<file path="src/rtl/mem_io_bridge_if.sv">
// CPU memory bus, external RAM port and UART byte streams seen by mem_io_bridge.
// The slave modport is the bridge side; master is the CPU/RAM/UART environment.
interface mem_io_bridge_if;
    logic        rdy_in;
    logic [17:0] cpu_a_in;
    logic [7:0]  cpu_dout_in;
    logic        cpu_wr_in;
    logic [7:0]  cpu_din_out;
    logic        cpu_rdy_out;
    logic [16:0] ram_a_out;
    logic [7:0]  ram_d_out;
    logic        ram_we_out;
    logic [7:0]  ram_q_in;
    logic [7:0]  tx_data_out;
    logic        tx_valid_out;
    logic        tx_ready_in;
    logic [7:0]  rx_data_in;
    logic        rx_valid_in;
    logic        rx_ready_out;
    logic        done_out;

    modport slave (
        input  rdy_in, cpu_a_in, cpu_dout_in, cpu_wr_in, ram_q_in,
               tx_ready_in, rx_data_in, rx_valid_in,
        output cpu_din_out, cpu_rdy_out, ram_a_out, ram_d_out, ram_we_out,
               tx_data_out, tx_valid_out, rx_ready_out, done_out
    );

    modport master (
        output rdy_in, cpu_a_in, cpu_dout_in, cpu_wr_in, ram_q_in,
               tx_ready_in, rx_data_in, rx_valid_in,
        input  cpu_din_out, cpu_rdy_out, ram_a_out, ram_d_out, ram_we_out,
               tx_data_out, tx_valid_out, rx_ready_out, done_out
    );
endinterface

</file>
<file path="src/rtl/mem_io_bridge.sv">
// CPU bus bridge: RAM passthrough, unmapped gap, and I/O page with UART FIFOs,
// cycle counter snapshot and stop/done handling. Stalls the CPU while TX is full.
module mem_io_bridge #(
    parameter int          FIFO_AW = 3,
    parameter logic [31:0] CNT_RST = 32'h0000_0000
) (
    input logic            clk_in,
    input logic            rst_in,
    mem_io_bridge_if.slave bus
);
    localparam int DEPTH = 1 << FIFO_AW;

    logic              live, io_sel, io_wr, io_rd;
    logic [2:0]        off;
    logic [7:0]        tx_mem [DEPTH];
    logic [FIFO_AW:0]  tx_wp, tx_rp;
    logic              tx_full, tx_empty, tx_push, tx_pop;
    logic [7:0]        tx_wdata;
    logic [7:0]        rx_mem [DEPTH];
    logic [FIFO_AW:0]  rx_wp, rx_rp;
    logic              rx_full, rx_empty, rx_push, rx_pop;
    logic [31:0]       cnt, snap;
    logic              stop, done_q, rd_ram;
    logic [7:0]        rd_byte, rd_byte_nxt;

    // tx_full comes only from pointer registers, so rdy has no path from CPU inputs
    assign live   = bus.rdy_in & ~tx_full;
    assign io_sel = (bus.cpu_a_in[17:16] == 2'b11);
    assign off    = bus.cpu_a_in[2:0];
    assign io_wr  = live & io_sel & bus.cpu_wr_in;
    assign io_rd  = live & io_sel & ~bus.cpu_wr_in;

    assign bus.cpu_rdy_out = live;
    assign bus.ram_a_out   = bus.cpu_a_in[16:0];
    assign bus.ram_d_out   = bus.cpu_dout_in;
    assign bus.ram_we_out  = live & bus.cpu_wr_in & ~bus.cpu_a_in[17];

    assign tx_empty = (tx_wp == tx_rp);
    assign tx_full  = (tx_wp[FIFO_AW] != tx_rp[FIFO_AW]) &&
                      (tx_wp[FIFO_AW-1:0] == tx_rp[FIFO_AW-1:0]);
    // the stop write always enqueues a 0x00 marker, bypassing the zero filter
    assign tx_push  = io_wr & (((off == 3'd0) & (bus.cpu_dout_in != 8'h00)) | (off == 3'd4));
    assign tx_wdata = (off == 3'd4) ? 8'h00 : bus.cpu_dout_in;
    assign tx_pop   = ~tx_empty & bus.tx_ready_in;

    assign rx_empty = (rx_wp == rx_rp);
    assign rx_full  = (rx_wp[FIFO_AW] != rx_rp[FIFO_AW]) &&
                      (rx_wp[FIFO_AW-1:0] == rx_rp[FIFO_AW-1:0]);
    assign rx_push  = bus.rx_valid_in & ~rx_full;
    assign rx_pop   = io_rd & (off == 3'd0) & ~rx_empty;

    assign bus.tx_valid_out = ~tx_empty;
    assign bus.tx_data_out  = tx_mem[tx_rp[FIFO_AW-1:0]];
    assign bus.rx_ready_out = ~rx_full;
    assign bus.done_out     = done_q | (stop & tx_empty);
    assign bus.cpu_din_out  = rd_ram ? bus.ram_q_in : rd_byte;

    always_ff @(posedge clk_in) begin
        if (tx_push) tx_mem[tx_wp[FIFO_AW-1:0]] <= tx_wdata;
        if (rx_push) rx_mem[rx_wp[FIFO_AW-1:0]] <= bus.rx_data_in;
    end

    always_ff @(posedge clk_in) begin
        if (rst_in) begin
            tx_wp <= '0;
            tx_rp <= '0;
            rx_wp <= '0;
            rx_rp <= '0;
        end else begin
            if (tx_push) tx_wp <= tx_wp + 1'b1;
            if (tx_pop)  tx_rp <= tx_rp + 1'b1;
            if (rx_push) rx_wp <= rx_wp + 1'b1;
            if (rx_pop)  rx_rp <= rx_rp + 1'b1;
        end
    end

    // Byte returned by non-RAM reads; offset 4 returns the live count, since
    // the snapshot register is only loaded at this same edge.
    always_comb begin
        rd_byte_nxt = 8'h00;
        if (io_sel && !bus.cpu_wr_in) begin
            case (off)
                3'd0: if (!rx_empty) rd_byte_nxt = rx_mem[rx_rp[FIFO_AW-1:0]];
                3'd4: rd_byte_nxt = cnt[7:0];
                3'd5: rd_byte_nxt = snap[15:8];
                3'd6: rd_byte_nxt = snap[23:16];
                3'd7: rd_byte_nxt = snap[31:24];
                default: rd_byte_nxt = 8'h00;
            endcase
        end
    end

    always_ff @(posedge clk_in) begin
        if (rst_in) begin
            cnt     <= CNT_RST;
            snap    <= '0;
            stop    <= 1'b0;
            done_q  <= 1'b0;
            rd_ram  <= 1'b0;
            rd_byte <= 8'h00;
        end else begin
            cnt    <= cnt + 32'd1;
            done_q <= done_q | (stop & tx_empty);
            if (io_wr && off == 3'd4) stop <= 1'b1;
            if (io_rd && off == 3'd4) snap <= cnt;
            if (live) begin
                rd_ram  <= ~bus.cpu_wr_in & ~bus.cpu_a_in[17];
                rd_byte <= rd_byte_nxt;
            end
        end
    end
endmodule

</file>
<file path="src/flat_wrapper.sv">
// flat-port wrapper written by rule: the top's interface ports become plain ports
module mem_io_bridge_flat 
#(
    parameter int          FIFO_AW = 3,
    parameter logic [31:0] CNT_RST = 32'h0000_0000
)
  (clk_in, rst_in, bus_rdy_in, bus_cpu_a_in, bus_cpu_dout_in, bus_cpu_wr_in, bus_ram_q_in, bus_tx_ready_in, bus_rx_data_in, bus_rx_valid_in, bus_cpu_din_out, bus_cpu_rdy_out, bus_ram_a_out, bus_ram_d_out, bus_ram_we_out, bus_tx_data_out, bus_tx_valid_out, bus_rx_ready_out, bus_done_out);
  mem_io_bridge_if bus_i ();
  input logic clk_in;
  input logic rst_in;
  input wire logic [$bits(bus_i.rdy_in)-1:0] bus_rdy_in;
  input wire logic [$bits(bus_i.cpu_a_in)-1:0] bus_cpu_a_in;
  input wire logic [$bits(bus_i.cpu_dout_in)-1:0] bus_cpu_dout_in;
  input wire logic [$bits(bus_i.cpu_wr_in)-1:0] bus_cpu_wr_in;
  input wire logic [$bits(bus_i.ram_q_in)-1:0] bus_ram_q_in;
  input wire logic [$bits(bus_i.tx_ready_in)-1:0] bus_tx_ready_in;
  input wire logic [$bits(bus_i.rx_data_in)-1:0] bus_rx_data_in;
  input wire logic [$bits(bus_i.rx_valid_in)-1:0] bus_rx_valid_in;
  output wire logic [$bits(bus_i.cpu_din_out)-1:0] bus_cpu_din_out;
  output wire logic [$bits(bus_i.cpu_rdy_out)-1:0] bus_cpu_rdy_out;
  output wire logic [$bits(bus_i.ram_a_out)-1:0] bus_ram_a_out;
  output wire logic [$bits(bus_i.ram_d_out)-1:0] bus_ram_d_out;
  output wire logic [$bits(bus_i.ram_we_out)-1:0] bus_ram_we_out;
  output wire logic [$bits(bus_i.tx_data_out)-1:0] bus_tx_data_out;
  output wire logic [$bits(bus_i.tx_valid_out)-1:0] bus_tx_valid_out;
  output wire logic [$bits(bus_i.rx_ready_out)-1:0] bus_rx_ready_out;
  output wire logic [$bits(bus_i.done_out)-1:0] bus_done_out;
  assign bus_i.rdy_in = bus_rdy_in;
  assign bus_i.cpu_a_in = bus_cpu_a_in;
  assign bus_i.cpu_dout_in = bus_cpu_dout_in;
  assign bus_i.cpu_wr_in = bus_cpu_wr_in;
  assign bus_i.ram_q_in = bus_ram_q_in;
  assign bus_i.tx_ready_in = bus_tx_ready_in;
  assign bus_i.rx_data_in = bus_rx_data_in;
  assign bus_i.rx_valid_in = bus_rx_valid_in;
  assign bus_cpu_din_out = bus_i.cpu_din_out;
  assign bus_cpu_rdy_out = bus_i.cpu_rdy_out;
  assign bus_ram_a_out = bus_i.ram_a_out;
  assign bus_ram_d_out = bus_i.ram_d_out;
  assign bus_ram_we_out = bus_i.ram_we_out;
  assign bus_tx_data_out = bus_i.tx_data_out;
  assign bus_tx_valid_out = bus_i.tx_valid_out;
  assign bus_rx_ready_out = bus_i.rx_ready_out;
  assign bus_done_out = bus_i.done_out;
  mem_io_bridge #(.FIFO_AW(FIFO_AW), .CNT_RST(CNT_RST)) u_core (.clk_in(clk_in), .rst_in(rst_in), .bus(bus_i));
endmodule
</file>
<file path="config.mk">
export PLATFORM = sky130hd
export DESIGN_NAME = mem_io_bridge_flat
export DESIGN_NICKNAME = d
export VERILOG_FILES = /design/src/rtl/mem_io_bridge_if.sv /design/src/rtl/mem_io_bridge.sv /design/src/flat_wrapper.sv
export SDC_FILE = /design/constraint.sdc
export NUM_CORES = 1
export LEC_CHECK = 0
export CAP_MARGIN = 20
export CORE_UTILIZATION = 40
export CTS_BUF_LIST = sky130_fd_sc_hd__clkbuf_4 sky130_fd_sc_hd__clkbuf_8 sky130_fd_sc_hd__clkbuf_16
export CTS_CLUSTER_SIZE = 25
export DETAILED_ROUTE_END_ITERATION = 6
export PLACE_DENSITY = 0.66
export SYNTH_ARGS = -nofsm -noshare
export SYNTH_HDL_FRONTEND = slang
export SYNTH_SLANG_ARGS = --single-unit
export TNS_END_PERCENT = 30
</file>
<file path="constraint.sdc">
create_clock -name clk_in -period 3.9 [get_ports clk_in]
set_clock_uncertainty 0.05 [all_clocks]
set_input_delay 0.78 -clock clk_in [delete_from_list [all_inputs] [get_ports clk_in]]
set_output_delay 0.78 -clock clk_in [all_outputs]
set_load 0.03 [all_outputs]
</file>
# ---- Word level (Yosys, flattened, before mapping)
# Memories as Yosys holds them, arrays and structs flattened. A register that Yosys moved wholly into a read port is not among the register bits.
# Cells that the tools add are included.
# Widths: inputs -> output; s select.
dict set report word_totals {
  ff_bits 91
  ramBits 128
  memories 2
  output_inout_bits 46
}
# memory depth width read_ports rd_clocked_by_memory_dff write_ports line
set memory_table {}
lappend memory_table {u_core.rx_mem 8 8 1 1 1 mem_io_bridge.sv:19} ;# logic [7:0] rx_mem [DEPTH];
lappend memory_table {u_core.tx_mem 8 8 1 1 1 mem_io_bridge.sv:15} ;# logic [7:0] tx_mem [DEPTH];
dict set report op_classes {
  mux 13
  n_reduce_logical 8
  n_addsub 5
  n_bitwise 22
  eq_ne 11
}
# op count
set ops {}
lappend ops {{$pmux 8 s5} 1}
lappend ops {{$add 32x1->32 const B} 1}
lappend ops {{$mux 8} 4}
lappend ops {{$add 4x1->4 const B} 4}
lappend ops {{$and 1x1->1} 14}
lappend ops {{$eq 3x3->1 const B} 4}
lappend ops {{$mux 3} 4}
lappend ops {{$eq 4x4->1} 2}
lappend ops {{$reduce_bool 8->1} 1}
lappend ops {{$eq 3x3->1} 2}
lappend ops {{$not 1->1} 6}
lappend ops {{$logic_and 1x1->1} 5}
lappend ops {{$mux 1} 4}
lappend ops {{$logic_not 3->1} 1}
lappend ops {{$eq 2x2->1 const B} 1}
lappend ops {{$ne 1x1->1} 2}
lappend ops {{$or 1x1->1} 2}
lappend ops {{$logic_not 1->1} 1}

# ---- Logic depth before layout (Yosys ltp)
dict set report depth {
  ltp_word 10
  ltp_mapped 7
  mapped_depth_nobuf 5
}

# ---- Worst setup path before layout
# OpenSTA, ideal clock, no wires.
dict set report synth_timing {
  path_kind {input port to flip-flop}
  startpoint {input port bus_cpu_a_in[0]}
  endpoint {memory u_core.tx_mem[4][0] (enable)}
  setup_time_ns 0.398
  arrival_time_ns 2.450
  cell_stages 4
  slack_ns 1.002
  path_cell_list {clkbuf_1 > nor2_1 > nand4b_1 > nor4b_1}
}
dict set report synth_via {
  elab_chain_cells 6
}
# item line
set synth_lines {}
lappend synth_lines {{start: declaration} flat_wrapper.sv:12} ;# input wire logic [$bits(bus_i.cpu_a_in)-1:0] bus_cpu_a_in;
lappend synth_lines {{$logic_not 3->1} mem_io_bridge.sv:42} ;# assign tx_push = io_wr & (((off == 3'd0) & (bus.cpu_dout_in != 8'h00)) | (off == 3'd4));
lappend synth_lines {{$and 1x1->1} mem_io_bridge.sv:42}
lappend synth_lines {{$or 1x1->1 *} mem_io_bridge.sv:42}
lappend synth_lines {{$and 1x1->1 *} mem_io_bridge.sv:42}
lappend synth_lines {{$mux 1 *} mem_io_bridge.sv:59} ;# if (tx_push) tx_mem[tx_wp[FIFO_AW-1:0]] <= tx_wdata;
lappend synth_lines {{$mux 1 (not written as such) *} mem_io_bridge.sv:59}
lappend synth_lines {{end: declaration} mem_io_bridge.sv:15}
# Every way passes the cells marked *; elsewhere a longest branch is shown, timed or not.

# ---- Worst setup path after layout
dict set report layout_timing {
  startpoint {register u_core.tx_wp[1]}
  endpoint {output port bus_ram_we_out}
}
dict set report layout_via {
  elab_chain_cells 6
}
# item line
set layout_lines {}
lappend layout_lines {{start: declaration} mem_io_bridge.sv:16} ;# logic [FIFO_AW:0] tx_wp, tx_rp;
lappend layout_lines {{start signal: assignment} mem_io_bridge.sv:70} ;# if (tx_push) tx_wp <= tx_wp + 1'b1;
lappend layout_lines {{$eq 3x3->1} mem_io_bridge.sv:40} ;# (tx_wp[FIFO_AW-1:0] == tx_rp[FIFO_AW-1:0]);
lappend layout_lines {{$logic_and 1x1->1} mem_io_bridge.sv:39} ;# assign tx_full = (tx_wp[FIFO_AW] != tx_rp[FIFO_AW]) &&
lappend layout_lines {{$not 1->1} mem_io_bridge.sv:27} ;# assign live = bus.rdy_in & ~tx_full;
lappend layout_lines {{$and 1x1->1} mem_io_bridge.sv:27}
lappend layout_lines {{$and 1x1->1 (2 in series)} mem_io_bridge.sv:36} ;# assign bus.ram_we_out = live & bus.cpu_wr_in & ~bus.cpu_a_in[17];
lappend layout_lines {{end: declaration} flat_wrapper.sv:23} ;# output wire logic [$bits(bus_i.ram_we_out)-1:0] bus_ram_we_out;
# No other way between the ends.

==> results.md <==
- The flow ran to the end, and the final reports show no timing, DRC or antenna violations.
- The synthesized netlist contains 44 unique library cells.
- For this design the total switching power over the nets is 1000 uW.
- The summed negative setup slack over all endpoints is 0 ps.
- The number of clock buffers added by TritonCTS is 23.
- After synthesis the netlist holds a flip-flop and latch count of 217.
- The core area is 0.0234 sq mm.
- The worst voltage drop across the vdd grid is 0.000258 V.
- The clock transition at the registers of the reported paths is 60 ps.
- The largest total area in the synthesized netlist belongs to sky130_fd_sc_hd__edfxtp_1.
- Yosys instantiated no cell more often than sky130_fd_sc_hd__edfxtp_1.
- The number of nets handed over by synthesis was 772.
- Hold timing on the final database bottoms out at a slack of 420 ps.
- The final non-filler cell total is 1,098.
- After floorplanning, the core was divided into 56 placement rows.
- Counting every instance in the synthesized netlist gives 719.
- The origin of the worst min-delay path is u_core.snap[10].
- Averaged over all synthesized cells, the footprint is 13.3 sq um.
- The count of endpoints failing setup in the final report is 0.
- The path type of the worst min-delay path is reg2reg.
- The total global routing track utilization is 0.161.
- The quantity of hold-fixing buffers added after cts is 0.
- The maximum buffer depth of the clock tree is 3.
- The share of Yosys cell area claimed by the top area cell type is 0.403.
- The most common flop cell mapped by yosys is sky130_fd_sc_hd__edfxtp_1.
- For the finished layout, the period the worst path requires is 3600 ps.
- The starting density of the core is 0.408.
- The number of H-tree levels is 1.
- The root buffer cell is sky130_fd_sc_hd__clkbuf_16.
- The detailed router finished its first iteration with 348 violations.
- The slew at the pin closest to its max-slew limit is 1030 ps.
- The most critical setup path has its startpoint at u_core.tx_wp[1].
- The tool flagged a number of max-cap violations equal to 0.
- The required time at the worst-slack endpoint is 3070 ps.
- The number of fillers in the final layout is 2,122.
- The worst setup timing slack at the placement stage is 441 ps.
- Pin placement for this block handled 94 I/O pins.
- The number of global-route vias before repair is 5,573.
- The post-route antenna net violation count is 0.
- STA classifies the critical path endpoint as an output port.
- At the later pin of the worst-skew pair, clock insertion delay measures 500 ps.
- The critical path launch point type is a flop.
- Cell internal power was estimated by the tool at 3720 uW.
- The sum of net half-perimeters after detailed placement is 13.0 mm.
- Entering global routing, the biggest net connects 41 pins.
- From bottom edge to top edge, the die measures 156 microns.
- The worst setup margin is 297 ps.
- Sorting the synthesized cells by how often they occur yields 128 x sky130_fd_sc_hd__edfxtp_1, 89 x sky130_fd_sc_hd__dfxtp_1, 53 x sky130_fd_sc_hd__nand2b_1.
- The number of buffer cells added on primary ports is 67.
- The number of antenna violations at the first check in global routing came to 0.
- The startpoint identified for the worst register-to-register timing path is u_core.tx_wp[1].
- In the final layout, the multi-input gates occupy 0.00351 sq mm.
- The final number of max-transition violations is 0.
- Of the total power, the clock network draws 0.427.
- TritonCTS built the clock tree.
- For this run, the number of Yosys warnings is 0.
- The number of detailed-route iterations in the first pass is 6.
- The detailed-route via count is 5,692.
- The routed length per instance is 17.5 microns.
- The register area is 0.00563 sq mm.
- After synthesis, the cell types taking the most area are sky130_fd_sc_hd__edfxtp_1 40%, sky130_fd_sc_hd__dfxtp_1 19%, sky130_fd_sc_hd__mux4_2 9.4%, sky130_fd_sc_hd__nand2b_1 3.5%, sky130_fd_sc_hd__mux2i_1 3.5%.
- The fraction of power consumed by combinational cells is 0.051.
- The post-detailed-route via-to-cell ratio is 5.18.
- The number of endpoints with negative hold slack in the final report was 0.
- The floorplan step set the die width to 156 microns.
- Setup repair after global routing left no endpoint under its margin.
- In the final layout, the share of cells above drive strength 1 is 0.173.
- The share of the yosys chip area belonging to registers is 0.589.
- In this run the power density over the cells is 424 mW/mm^2.
- The synthesized netlist occupies a cell area of 0.00954 sq mm.
- For the worst setup path, the data arrival time is 2770 ps.
- The proportion of total power due to net switching is 0.212.
- Of the total power, registers draw 0.522.
- Of all nets on the critical path, the largest fanout is 11.
- The number of remaining DRC errors is 0.
- The critical setup path kind is reg2out.
- The max-slew headroom at the worst pin is 0.311.
- The wire length of the first global-routing pass is 30.1 mm.
- At the end of the flow, the number of nets in the layout was 815.
- In the finished design, the share of the clock period the worst path needs comes to 0.924.
- At the end of routability-driven placement, the weighted congestion stood at 0.811.
- The number of clock sinks is 217.
- The number of placed instances, taps included is 1,055.
- The full die area is 0.0245 sq mm.
- The number of antenna diodes is 0.
- In the synthesized netlist the async set-or-reset flop fraction comes to 0.
- Global routing finished with a remaining overflow of 0.
- The highest clock rate is 278 MHz.
- Once layout is complete, the utilization of the core stands at 0.476.
- Summed over all cells, the static leakage comes to 0.00361 uW.
- In this run, synthesis inferred 128 flip-flops with an integrated enable.
- After detailed routing, the total wire length is 19.2 mm.
- The area growth from synthesis to layout is 16.7%.
-- worst max-delay path: stages, from the launching register on --
cell and delay, ps:
sky130_fd_sc_hd__dfxtp_1 600, sky130_fd_sc_hd__xor2_1 450, sky130_fd_sc_hd__o41ai_2 210, sky130_fd_sc_hd__nor3_1 260, sky130_fd_sc_hd__clkdlybuf4s50_1 750
-- state kept, by name, indices dropped and copies added, names as in the netlist, 4 cells and up, named ones only --
name and flops:
u_core.rx_mem 64, u_core.tx_mem 64, u_core.cnt 32, u_core.snap 24
u_core.rd_byte 8, u_core.rx_rp 4, u_core.rx_wp 4, u_core.tx_rp 4
u_core.tx_wp 4
-- final cells by class --
cell class              instances  area share
flip-flops and latches        217       0.505
multi-input cells             413       0.316
repair buffers                 87      0.0733
clock buffers                  31      0.0577
well taps                     319      0.0359
inverters                      20     0.00674
clock inverters                11     0.00551
-- cell usage in the layout (no fill, tap or decap), drive strengths merged, types with 5 or more instances in the layout --
| master | count |
|---|---|
| edfxtp | 128 |
| nand3 | 12 |
| mux2i | 33 |
| or4 | 13 |
| xor2 | 13 |
| nand4 | 10 |
| nand2b | 53 |
| or2 | 6 |
| mux4 | 40 |
| clkinv | 7 |
| buf | 21 |
| and4 | 5 |
| nor2 | 31 |
| or3 | 12 |
| dfxtp | 89 |
| xnor2 | 10 |
| nor3 | 11 |
| o21ai | 16 |
| a21oi | 19 |
| ha | 5 |
| nand2 | 24 |
| o31ai | 9 |
| a32oi | 8 |
| and3 | 5 |
| inv | 22 |
| nor4 | 8 |
| mux2 | 24 |
| nor2b | 16 |
| o22ai | 8 |
| clkbuf | 31 |
| clkdlybuf4s50 | 66 |
-- logic make-up (layout without fill, tap and decap cells) --
kind of cell    Yosys count  count (layout)  synth area share
xor+xnor                 23              23            0.0211
simple gates            220             220             0.134
flops                   217             217             0.589
fa+ha+maj                 5               5           0.00656
compound gates           68              68            0.0454
buf+inv                  89             149            0.0463
mux                      97              97             0.157
-- metrics by stage --
step	total power, uW	cell area [sq um]
4_1_cts	4760	11100
3_3_place_gp	2750	10400
5_1_grt	4880	11100
3_5_place_dp	2750	10400
2_1_floorplan	2680	9540
6_report	4720	11100
-- final timing paths --
kind                         endpoint  slack (ps)  cells after the start
setup reg to reg  u_core.tx_mem[4][2]         920                      4
hold reg to reg       u_core.snap[10]         420                      2
hold / removal        u_core.snap[10]         420                      2
setup / recovery       bus_ram_we_out         300                      4
-- power groups by stage --
stage               Sequential [uW]  Combinational, uW  Clock [uW]
floorplan                      2510                172           0
global placement               2510                240           0
detailed placement             2510                242           0
CTS                            2460                243        2050
global route                   2470                261        2150
finish                         2460                242        2010
-- layer usage --
metal  part of all wire  GRT usage
met1               0.48      0.226
met2               0.46      0.260
met3              0.045     0.0230
met4              0.016     0.0439
met5                  0          0
-- timing repair --
item	4_1_cts	5_1_grt
gates resized for setup	0	1
buffers inserted	0	0
setup endpoints to repair	0	2
Note: power is estimated with default switching activity, not from simulation.
